==> src/rtl/instr_loader_pkg.sv <==
// instr_loader_pkg: shared types and sizing for the boot-time instruction loader.
package instr_loader_pkg;
  typedef enum logic [2:0] {LEN, DATA, WRITE, CHECK, DONE, ERROR} state_t;
  localparam int WORD_BYTES = 4;
  localparam int MAX_BYTE_ADDR = 4095;
  localparam int INSTR_MEM_WORDS = (MAX_BYTE_ADDR + 1) / WORD_BYTES;
endpackage

==> src/rtl/instr_loader_word_assembler.sv <==
// word_assembler: collects little-endian bytes into a 32-bit word, flags the completing byte.
module word_assembler
  import instr_loader_pkg::*;
(
  input  logic        clk_i,
  input  logic        clear,
  input  logic        load,
  input  logic [7:0]  data,
  output logic [31:0] word,
  output logic        word_full
);
  localparam int LW = $clog2(WORD_BYTES);
  logic [LW-1:0] lane;
  logic [31:0]   shreg;
  // word is the value including the byte being loaded, so it is complete on word_full
  assign word = {data, shreg[31:8]};
  assign word_full = load && lane == LW'(WORD_BYTES - 1);
  always_ff @(posedge clk_i) begin
    if (clear) begin
      lane  <= '0;
      shreg <= '0;
    end else if (load) begin
      lane  <= lane + LW'(1);
      shreg <= word;
    end
  end
endmodule

==> src/rtl/instr_loader.sv <==
// instr_loader: streams a length-prefixed byte frame into instruction memory; optional trailer checksum via LOADER_CHECKSUM_EN.
module instr_loader
  import instr_loader_pkg::*;
#(
  parameter int MEM_WORDS = INSTR_MEM_WORDS
) (
  input  logic        clk_i,
  input  logic        rst_i,
  input  logic [7:0]  rx_data_i,
  input  logic        rx_valid_i,
  output logic        rx_ready_o,
  output logic        mem_we_o,
  output logic [31:0] mem_addr_o,
  output logic [31:0] mem_wdata_o,
  output logic        core_rst_o,
  output logic        done_o,
  output logic        error_o
);
  localparam int IW = $clog2(MEM_WORDS + 1);
`ifdef LOADER_CHECKSUM_EN
  localparam state_t FIN = CHECK;
  logic [7:0] sum;
`else
  localparam state_t FIN = DONE;
`endif
  state_t        state;
  logic [IW-1:0] word_idx, len;
  logic [31:0]   word;
  logic          word_full, accept;
  assign rx_ready_o = state == LEN || state == DATA || state == CHECK;
  assign accept     = rx_valid_i && rx_ready_o;
  assign core_rst_o = state != DONE;
  assign done_o     = state == DONE;
  assign error_o    = state == ERROR;
  word_assembler u_asm (
    .clk_i     (clk_i),
    .clear     (rst_i),
    .load      (accept && state != CHECK),
    .data      (rx_data_i),
    .word      (word),
    .word_full (word_full)
  );
  always_ff @(posedge clk_i) begin
    if (rst_i) begin
      state       <= LEN;
      word_idx    <= '0;
      len         <= '0;
      mem_we_o    <= 1'b0;
      mem_addr_o  <= '0;
      mem_wdata_o <= '0;
`ifdef LOADER_CHECKSUM_EN
      sum         <= '0;
`endif
    end else begin
      mem_we_o <= 1'b0;
      case (state)
        LEN:
          if (word_full) begin
            len   <= IW'(word);
            state <= word == '0 ? FIN : word > 32'(MEM_WORDS) ? ERROR : DATA;
          end
        DATA:
          if (accept) begin
`ifdef LOADER_CHECKSUM_EN
            sum <= sum + rx_data_i;
`endif
            if (word_full) begin
              state       <= WRITE;
              mem_we_o    <= 1'b1;
              mem_addr_o  <= 32'(word_idx) << 2;
              mem_wdata_o <= word;
            end
          end
        WRITE: begin
          word_idx <= word_idx + IW'(1);
          state    <= word_idx + IW'(1) == len ? FIN : DATA;
        end
`ifdef LOADER_CHECKSUM_EN
        CHECK:
          if (accept) state <= rx_data_i == sum ? DONE : ERROR;
`endif
        default: ;
      endcase
    end
  end
endmodule

==> config.mk <==
export PLATFORM = sky130hd
export DESIGN_NAME = instr_loader
export DESIGN_NICKNAME = d
export VERILOG_FILES = /design/src/rtl/instr_loader_pkg.sv /design/src/rtl/instr_loader_word_assembler.sv /design/src/rtl/instr_loader.sv
export SDC_FILE = /design/constraint.sdc
export NUM_CORES = 1
export LEC_CHECK = 0
export BUFFER_PORTS_ARGS = -buffer_cell sky130_fd_sc_hd__buf_2
export CORE_MARGIN = 5
export CORE_UTILIZATION = 30
export DETAILED_ROUTE_END_ITERATION = 16
export GPL_TIMING_DRIVEN = 0
export PLACE_DENSITY = 0.49
export SYNTH_ARGS = -nofsm -noshare
export SYNTH_HDL_FRONTEND = slang
export SYNTH_HIERARCHICAL = 1
export SYNTH_SLANG_ARGS = --single-unit
==> constraint.sdc <==
create_clock -name clk_i -period 5.8 [get_ports clk_i]
set_clock_uncertainty 0.15 [all_clocks]
set_input_delay 1.16 -clock clk_i [delete_from_list [all_inputs] [get_ports clk_i]]
set_output_delay 1.16 -clock clk_i [all_outputs]
set_load 0.02 [all_outputs]
==> results of run 1 <==
-- worst min-delay path, stage by stage (launching register included) --
cell,delay [ns]
dfxtp_1,0.31
nand2_1,0.05
a21oi_1,0.05
-- cell usage after synthesis (2+ instances only) --
master	number	area, µm²
a211oi_1	2	15.0
a21oi_1	64	320
buf_12	2	40.0
buf_2	5	25.0
buf_4	29	218
clkbuf_1	21	78.8
dfxtp_1	95	1900
ha_1	2	25.0
inv_1	6	22.5
mux2i_1	25	250
nand2_1	123	462
nand2b_1	2	12.5
nand3_1	5	25.0
nand3b_1	2	15.0
nand4_1	3	18.8
nor2_1	44	165
nor2b_1	4	25.0
nor3_1	7	35.0
nor3b_1	3	22.5
nor4_1	7	43.8
o21ai_0	7	35.0
or3_1	3	18.8
or4_1	2	15.0
xnor2_1	13	114
xor2_1	9	78.8
-- cells by family (layout without fill, tap and decap cells) --
logic type | after synthesis | in the layout
other | 1 | 21
buffers and inverters | 65 | 138
DFF | 95 | 95
xor gates and xnor gates | 22 | 22
muxes | 25 | 25
AOI/OAI and AO/OA | 82 | 82
adders and majority gates | 2 | 2
and+or+nand+nor | 211 | 211
-- how the worst max path moves through the flow --
| stage | startpoint | end | slack [ns] |
|---|---|---|---|
| final | rx_valid_i | mem_wdata_o[15] | 2.32 |
| after CTS | rx_valid_i | mem_wdata_o[15] | 2.28 |
| after detailed placement | rx_valid_i | mem_wdata_o[15] | 1.92 |
| after floorplan | rx_valid_i | mem_addr_o[7] | 2.71 |
| after global placement | rx_valid_i | mem_wdata_o[20] | 1.93 |
| after global routing | rx_valid_i | mem_addr_o[5] | 2.05 |
-- routing by layer --
layer | GRT usage | wire, µm | up-vias
li1 | - | - | 1795
met5 | 0 | 0 | -
met4 | 0.0498 | 165 | 0
met2 | 0.217 | 4920 | 78
met1 | 0.170 | 4830 | 1634
met3 | 0.0413 | 578 | 12
-- layout make-up --
type	instances	area, µm²	area share
flip-flops and latches	95	1900	0.381
plain buffers	59	377	0.0755
clock buffers	9	225	0.0452
clock inverters	7	47.5	0.00953
inverters	6	22.5	0.00452
multi-input cells	363	1910	0.383
repair buffers	57	285	0.0572
well taps	176	220	0.0442
-- power by group through the flow --
stage | Combinational, mW | Clock, mW | Sequential, mW
after global placement | 0.0829 | 0 | 0.685
after global routing | 0.0927 | 0.599 | 0.671
after detailed placement | 0.0833 | 0 | 0.685
after CTS | 0.0837 | 0.572 | 0.670
after floorplan | 0.0685 | 0 | 0.681
final | 0.0837 | 0.556 | 0.670
-- registers in the layout (all words and copies together), names as in the netlist --
| name | flops |
|---|---|
| mem_we_o | 1 |
| u_asm/shreg | 24 |
| word_idx | 11 |
| len | 11 |
| state | 3 |
| u_asm/lane | 2 |
| mem_wdata_o | 32 |
| mem_addr_o | 11 |
-- placed cells by master, fill, tap and decap left out, types with 13 or more instances in the layout --
cell type,instances
nand2_1,123
buf_2,62
xnor2_1,13
nor2_1,44
mux2i_1,25
clkbuf_1,21
a21oi_1,64
conb_1,21
dfxtp_1,95
buf_4,29
==> summary.txt, run 1 <==
Status
  • Outcome: finished, final reports clean

CTS
  • TritonCTS clock tree: done
  • CTS Sinks: 95
  • H-Tree Depth: 3
  • CTS Buf Count: 9
  • Post_cts resized: 0
  • Setup bufs post-CTS: 0
  • # hold bufs at CTS: 0
  • Clock root cell: clkbuf_16
  • Clk pin slew, worst setup/hold paths: 0.07 ns
  • Worst skew pair latency: 0.35 ns
  • Clock Tree Buf Depth: 2

Placement
  • Placed Cells: 756
  • Count of input and output buffers: 57
  • Post-DP HPWL: 7.95 mm
  • Placer Congestion: 0.773
  • Dpl ws: 1.92 ns
  • DP Area: 0.00471 mm²

Setup path
  • CP startpoint kind: input pin
  • CP Cell Sequence: buf_2 > inv_1 > nor3_1 > buf_6 > buf_12 > and2_1 > nor2b_1 > nand2_1 > nor2_1 > clkbuf_1 > nand2_1 > a21oi_1
  • Origin of the critical flop-to-flop path: state[1]
  • Critical Path AT: 3.61 ns
  • Crit Path Category: in -> reg
  • Slowest library cell on the worst path: nor2_1
  • Worst reg2reg endpoint: mem_wdata_o[15]
  • CP Max Fanout: 10
  • Most frequent CP cell: nand2_1
  • Crit path capture type: register
  • Worst reg-to-reg path cell count: 11
  • Worst path required time: 5.93 ns
  • WP depth: 12
  • CP Buf/Inv Count: 5
  • Peak per-stage delay on the critical path: 0.43 ns
  • R2r setup slk: 2.66 ns
  • Worst path top cell family by delay: simple AND/OR/NAND/NOR gates

Die
  • Core area: 0.0134 mm²
  • FP Rows: 42
  • Full die area: 0.0162 mm²
  • Die Span X: 127 µm
  • Initial Util: 0.308
  • Ports: 80
  • Die height: 127 µm

Pwr
  • Peak supply drop: 0.139 mV
  • Seq pwr share: 0.512
  • Switch Pwr: 323 µW
  • Pint: 987 µW
  • Switching share of power: 0.247
  • Gate power share: 0.064
  • Total power: 1.31 mW
  • Clock power frac: 0.424
  • Leak: 2.03 nW
  • PD cells: 263 mW/mm²

Timing
  • Tmin final: 3.48 ns
  • Final worst slack: 2.32 ns
  • Max-slew headroom: 0.488
  • RSZ-0062 raised after global routing: false
  • Hold Fails Final Rpt: 0
  • Setup_tns: 0 ns
  • Final slew viol count: 0
  • Fin crit share: 0.600
  • Fmax: 287 MHz
  • Worst Tran Pin Value: 0.766 ns
  • Hold slack final: 0.304 ns
  • # setup viols final: 0

Routing
  • Routed length per instance: 13.6 µm
  • DR vias: 3519
  • Drt first pass iters: 4
  • ANT nets after route: 0
  • DRT iter0 DRCs: 147
  • Via/cell ratio: 4.56
  • WL final: 10.5 mm
  • DRC errors left: 0

Worst hold path
  • Min-delay src: mem_addr_o[4]
  • HP Class: reg -> reg
  • Hold-critical path endpoint: mem_addr_o[4]
  • Hold Path Stages: 2

Logic synthesis
  • Mapped Area: 0.00413 mm²
  • Main combinational cell family by area after synthesis: simple AND/OR/NAND/NOR gates
  • Mux cell area share after synthesis: 0.0605
  • Ys async rst share: 0
  • Yosys warns: 6
  • Number of synthesized flops with an enable pin: 0
  • Syn Area/Cell: 8.22 µm²
  • Post-Synth Adder-Cell Area: 0.00605
  • Post-Synth XOR/XNOR Area: 0.0466
  • Post-Synth Simple-Gate Area: 0.221
  • Synth unique cells: 43
  • Yosys reg bits: 95
  • Seq/Total Area, Yosys: 0.460
  • Compound-Gate Fraction of Synth Area: 0.109
  • Post-synth top flop: dfxtp_1
  • Cells after synthesis: 503

GRT
  • Largest net degree at the start of global routing: 17
  • Remaining global-route overflow: 0
  • Initial antenna violation count: 0
  • Vias in the first global route: 3440
  • Gr usage total: 0.135
  • First-pass GRT wire length: 17.4 mm

Finish
  • Layout cell share with drive strength beyond 1: 0.191
  • ANT cells: 0
  • Final-stage net count: 604
  • Layout Utilization: 0.372
  • Fill count: 1462
  • Synth-to-layout area growth: 20.6%
  • Post-Layout Cell Count: 772
  • Fin area: 0.00499 mm²

Flow run
  • Max Cap Violations: 0
Power figures use the tool's default switching activity.
==> run 2, diff against run 1 <==
- ABC_AREA: unset -> 1
- PLACE_DENSITY: 0.49 -> 0.48
- clock period: 5.8 -> 3.24 ns (I/O delays scaled with it)
==> run 2 against run 1 <==
Clock-buffer cell count grew 1. Register-to-register slack worse by 1.8 ns. Via count up 17%. Routed wire length is 14% higher. Area after synthesis is 8.9% higher. Power grew 96%. Hold slack improved by 0.0037 ns. Critical path type is now reg -> reg. Critical endpoint is now mem_addr_o[2]. Highest routed layer unchanged.
==> summary.txt, run 2 <==
Setup path
  • Crit Path Category: reg -> reg
  • R2r setup slk: 0.84 ns
  • Origin of the critical flop-to-flop path: state[2]
  • Worst path top cell family by delay: buffers and inverters
  • Critical Path AT: 2.54 ns
  • Peak per-stage delay on the critical path: 0.38 ns
  • CP startpoint kind: register
  • CP Max Fanout: 10
  • Crit path capture type: register
  • Slowest library cell on the worst path: dfxtp_1
  • Worst reg-to-reg path cell count: 15
  • Most frequent CP cell: buf_6
  • CP Buf/Inv Count: 7
  • Worst reg2reg endpoint: mem_addr_o[2]
  • Worst path required time: 3.37 ns
  • CP Cell Sequence: nor2_2 > inv_2 > nor2_1 > buf_6 > buf_6 > nand2_1 > inv_1 > nand2_1 > nand2_1 > o21ai_2 > inv_2 > buf_6 > buf_6 > nand3_1 > a21oi_1

Logic synthesis
  • Most frequent cells after synthesis: nand2_1, dfxtp_1, nor2_1, a21oi_1, nand3_1
  • Ys async rst share: 0
  • Yosys warns: 6
  • Number of synthesized flops with an enable pin: 0
  • Dominant cells by area after synthesis: dfxtp_1, nand2_1, a21oi_1
  • Area leader, netlist: dfxtp_1
  • Yosys reg bits: 95
  • Most instantiated library cell after synthesis: nand2_1
  • Syn Area/Cell: 6.99 µm²
  • Cells after synthesis: 644
  • Synth unique cells: 29
  • Post-synth top area share: 0.422
  • Seq/Total Area, Yosys: 0.422
  • Mapped Area: 0.00450 mm²
  • Post-synth top flop: dfxtp_1

Pwr
  • Total power: 2.56 mW
  • Leak: 2.43 nW
  • PD cells: 474 mW/mm²
  • Peak supply drop: 0.241 mV

Timing
  • Fin crit share: 0.742
  • Max-slew headroom: 0.645
  • Worst Tran Pin Value: 0.532 ns
  • RSZ-0062 raised after global routing: false
  • # setup viols final: 0
  • Setup_tns: 0 ns
  • Final slew viol count: 0
  • Hold Fails Final Rpt: 0
  • Fmax: 416 MHz
  • Tmin final: 2.40 ns

GRT
  • Initial antenna violation count: 0
  • First-pass GRT wire length: 20.3 mm
  • Remaining global-route overflow: 0
  • Largest net degree at the start of global routing: 17
  • Vias in the first global route: 4164
  • Gr usage total: 0.141

Finish
  • Final-stage net count: 746
  • Fill count: 1619
  • Top flop regs: mem_wdata_o: 32 flops, u_asm/shreg: 24 flops
  • Commonest non-fill, non-tap cells in the layout: nand2_1, dfxtp_1, nor2_1
  • Biggest register: mem_wdata_o
  • Most common cell after layout, fill and taps aside: nand2_1
  • ANT cells: 0
  • Fin area: 0.00541 mm²
  • Layout cell share with drive strength beyond 1: 0.194
  • Synth-to-layout area growth: 20.0%
  • Max reg flops: 32

Placement
  • Placer Congestion: 0.860
  • Post-DP HPWL: 9.22 mm
  • Count of input and output buffers: 58
  • DP Area: 0.00510 mm²

Die
  • Core area: 0.0146 mm²
  • Full die area: 0.0176 mm²
  • FP Rows: 44
  • Ports: 80
  • Initial Util: 0.308
  • Die height: 133 µm
  • Die Span X: 133 µm

CTS
  • Clock Tree Buf Depth: 2
  • Post_cts resized: 0
  • # hold bufs at CTS: 0
  • Clk pin slew, worst setup/hold paths: 0.07 ns
  • Clock root cell: clkbuf_16
  • H-Tree Depth: 3
  • Worst skew pair latency: 0.35 ns
  • CTS Sinks: 95
  • Setup bufs post-CTS: 0
  • TritonCTS clock tree: done
  • CTS Buf Count: 9

Status
  • Outcome: finished, final reports clean

Flow run
  • Max Cap Violations: 0

Routing
  • ANT nets after route: 0
  • DR vias: 4133
  • Via/cell ratio: 4.48
  • Drt first pass iters: 5
  • DRT iter0 DRCs: 171
  • DRC errors left: 0
  • WL final: 12.0 mm
  • Routed length per instance: 13.0 µm

Worst hold path
  • HP Class: reg -> reg
  • Min-delay src: mem_addr_o[8]
  • Hold-critical path endpoint: mem_addr_o[8]
  • Hold Path Stages: 2
-- run 2: logic make-up after synthesis --
group	after synthesis	share of synthesized area
and+or+nand+nor	323	0.305
buffers and inverters	123	0.150
AOI/OAI and AO/OA	99	0.114
DFF	95	0.422
adders and majority gates	2	0.00556
xor gates and xnor gates	1	0.00195
other	1	0.000833
-- run 2: worst reg2reg max path, stage by stage, from the launching register on --
cell,delay [ns]
dfxtp_1,0.38
nor2_2,0.19
inv_2,0.09
nor2_1,0.16
buf_6,0.17
buf_6,0.16
nand2_1,0.07
inv_1,0.07
nand2_1,0.06
nand2_1,0.08
o21ai_2,0.09
inv_2,0.09
buf_6,0.17
buf_6,0.16
nand3_1,0.10
a21oi_1,0.17
-- run 2: layer usage --
metal / vias up / global-route usage / wire [µm]
li1: 2169 / - / -
met1: 1851 / 0.166 / 5310
met2: 95 / 0.244 / 5750
met3: 18 / 0.0410 / 592
met4: 0 / 0.0548 / 299
met5: - / 0 / 0
-- run 2: worst max path at each step --
stage / start / endpoint / depth (start not counted)
after floorplan: rx_valid_i / mem_wdata_o[23] / 14
after global placement: rx_valid_i / mem_wdata_o[22] / 15
after detailed placement: rx_valid_i / mem_wdata_o[14] / 15
after CTS: state[2] / mem_wdata_o[14] / 15
after global routing: state[2] / mem_wdata_o[20] / 15
final: state[2] / mem_addr_o[2] / 15
-- run 2: area by class of cell --
type | count | area (µm²) | area share
repair buffers | 58 | 290 | 0.0537
well taps | 184 | 230 | 0.0426
clock inverters | 6 | 67.6 | 0.0125
plain buffers | 61 | 444 | 0.0822
inverters | 62 | 233 | 0.0431
clock buffers | 10 | 239 | 0.0442
multi-input cells | 446 | 2000 | 0.370
flip-flops and latches | 95 | 1900 | 0.352
-- run 2: metrics by stage --
stage,utilization,hold slack [ns],instances,setup WS [ns]
after CTS,0.369,0.312,922,0.824
after global routing,0.369,0.324,922,0.613
final,0.369,0.308,922,0.835
after global placement,0.348,0.297,906,0.724
after detailed placement,0.348,0.300,906,0.695
after floorplan,-,0.286,664,1.18
-- run 2: report_power, final --
part	switching, mW	internal [mW]
registers	0.0342	1.20
clock network	0.476	0.625
logic	0.140	0.0888
total	0.651	1.91
==> run 3, diff against run 2 <==
- ABC_AREA: 1 -> 0
- PLACE_DENSITY: 0.48 -> 0.49
- clock period: 3.24 -> 2.5 ns (I/O delays scaled with it)
==> run 3 against run 2 <==
Hold slack worse by 0.051 ns. Non-clock buffer count is 6 higher. First-iteration DRC count is 40% lower. Final cell count is 15% lower. Setup slack worse by 0.78 ns. Critical path depth is 8 lower. Via count is 14% lower. Clock power is 29% higher. Die area is 7.6% lower. Critical endpoint is now state[0]. Highest routed layer unchanged.
==> summary.txt, run 3 (synthesis results as in run 1) <==
GRT
  • Largest net degree at the start of global routing: 18
  • Remaining global-route overflow: 0
  • Gr usage total: 0.139
  • Initial antenna violation count: 0
  • Vias in the first global route: 3602
  • First-pass GRT wire length: 18.0 mm

Pwr
  • Leak: 2.14 nW
  • Pint: 2.40 mW
  • Total power: 3.17 mW
  • Peak supply drop: 0.303 mV
  • Switching share of power: 0.242
  • Clock power frac: 0.447
  • Seq pwr share: 0.490
  • Gate power share: 0.063
  • PD cells: 606 mW/mm²
  • Switch Pwr: 767 µW

Finish
  • Fin area: 0.00523 mm²
  • Most common cell after layout, fill and taps aside: nand2_1
  • Top flop regs: mem_wdata_o: 32 flops, u_asm/shreg: 24 flops
  • Biggest register: mem_wdata_o
  • Commonest non-fill, non-tap cells in the layout: nand2_1, dfxtp_1, a21oi_1
  • Max reg flops: 32
  • Synth-to-layout area growth: 26.5%
  • Final-stage net count: 613
  • Layout Utilization: 0.390
  • Fill count: 1438
  • Layout cell share with drive strength beyond 1: 0.241
  • ANT cells: 0

Setup path
  • CP startpoint kind: register
  • Worst reg-to-reg path cell count: 7
  • Critical Path AT: 2.53 ns
  • Crit path capture type: register
  • CP Max Fanout: 4
  • Worst path required time: 2.59 ns
  • R2r setup slk: 0.06 ns
  • Crit Path Category: reg -> reg

Flow run
  • Max Cap Violations: 0

Status
  • Outcome: finished, final reports clean

Timing
  • Hold Fails Final Rpt: 0
  • Hold slack final: 0.258 ns
  • Final slew viol count: 0
  • RSZ-0062 raised after global routing: true
  • Final worst slack: 0.0581 ns
  • Tmin final: 2.44 ns
  • Worst Tran Pin Value: 0.543 ns
  • # setup viols final: 0
  • Fmax: 410 MHz
  • Max-slew headroom: 0.638
  • Fin crit share: 0.977

Die
  • Die height: 127 µm
  • FP Rows: 42
  • Ports: 80
  • Full die area: 0.0162 mm²
  • Die Span X: 127 µm
  • Core area: 0.0134 mm²
  • Initial Util: 0.308

Placement
  • Dpl ws: -0.719 ns
  • DP Area: 0.00473 mm²
  • Placer Congestion: 0.793
  • Post-DP HPWL: 8.01 mm
  • Count of input and output buffers: 57

CTS
  • TritonCTS clock tree: done
  • H-Tree Depth: 3
  • # hold bufs at CTS: 0
  • Worst skew pair latency: 0.35 ns
  • Clock root cell: clkbuf_16
  • CTS Buf Count: 9
  • CTS Sinks: 95
  • Clk pin slew, worst setup/hold paths: 0.07 ns
  • Clock Tree Buf Depth: 2

Worst hold path
  • HP Class: in -> reg
  • Hold Path Stages: 3

Routing
  • DRC errors left: 0
  • DR vias: 3555
  • DRT iter0 DRCs: 102
  • ANT nets after route: 0
  • Routed length per instance: 13.9 µm
  • Via/cell ratio: 4.55
  • Drt first pass iters: 4
  • WL final: 10.9 mm
[run 3: layer usage]
| layer | track usage | part of all wire |
|---|---|---|
| met1 | 0.170 | 0.45 |
| met2 | 0.231 | 0.47 |
| met3 | 0.0388 | 0.057 |
| met4 | 0.0536 | 0.023 |
| met5 | 0 | 0 |
[run 3: final timing paths]
check / start / endpoint
worst min-delay path: rx_data_i[1] / u_asm/shreg[25]
worst max register to register: word_idx[0] / state[0]
worst max-delay path: word_idx[0] / state[0]
worst min register to register: mem_wdata_o[4] / mem_wdata_o[4]
[run 3: final cells by class]
type                    count  area (µm²)  share of cell area
clock inverters             7        80.1              0.0153
clock buffers               9         225              0.0431
plain buffers              58         425              0.0813
flip-flops and latches     95        1910               0.365
inverters                   6        22.5             0.00431
repair buffers             67         373              0.0713
well taps                 176         220              0.0421
multi-input cells         363        1970               0.377
[run 3: repair_timing]
| item | CTS | global route |
|---|---|---|
| buffers inserted | 5 | 4 |
| resized for setup | 28 | 12 |
| gates cloned | 1 | 0 |
| pin swaps | 5 | 6 |
| setup endpoints to repair | 56 | 53 |
[run 3: power by group through the flow]
| stage | Sequential, mW | Combinational [mW] | Clock (mW) |
|---|---|---|---|
| after floorplan | 1.58 | 0.159 | 0 |
| final | 1.55 | 0.199 | 1.42 |
| after global placement | 1.59 | 0.192 | 0 |
| after detailed placement | 1.59 | 0.194 | 0 |
| after CTS | 1.55 | 0.197 | 1.46 |
| after global routing | 1.55 | 0.221 | 1.53 |
[run 3: per-stage QoR]
| step | setup TNS (ns) | std cells |
|---|---|---|
| 2_1_floorplan | 0 | 523 |
| 3_3_place_gp | -28.05 | 756 |
| 3_5_place_dp | -29.49 | 756 |
| 4_1_cts | 0 | 777 |
| 5_1_grt | -0.0127 | 781 |
| 6_report | 0 | 781 |
[run 3: worst max-delay path: stages (launching register included)]
cell and delay (ns):
dfxtp_4 0.36, ha_4 0.15, nand3_4 0.08, or4b_1 0.50
a21boi_1 0.17, o221ai_1 0.14, or4_4 0.55, a32o_1 0.23
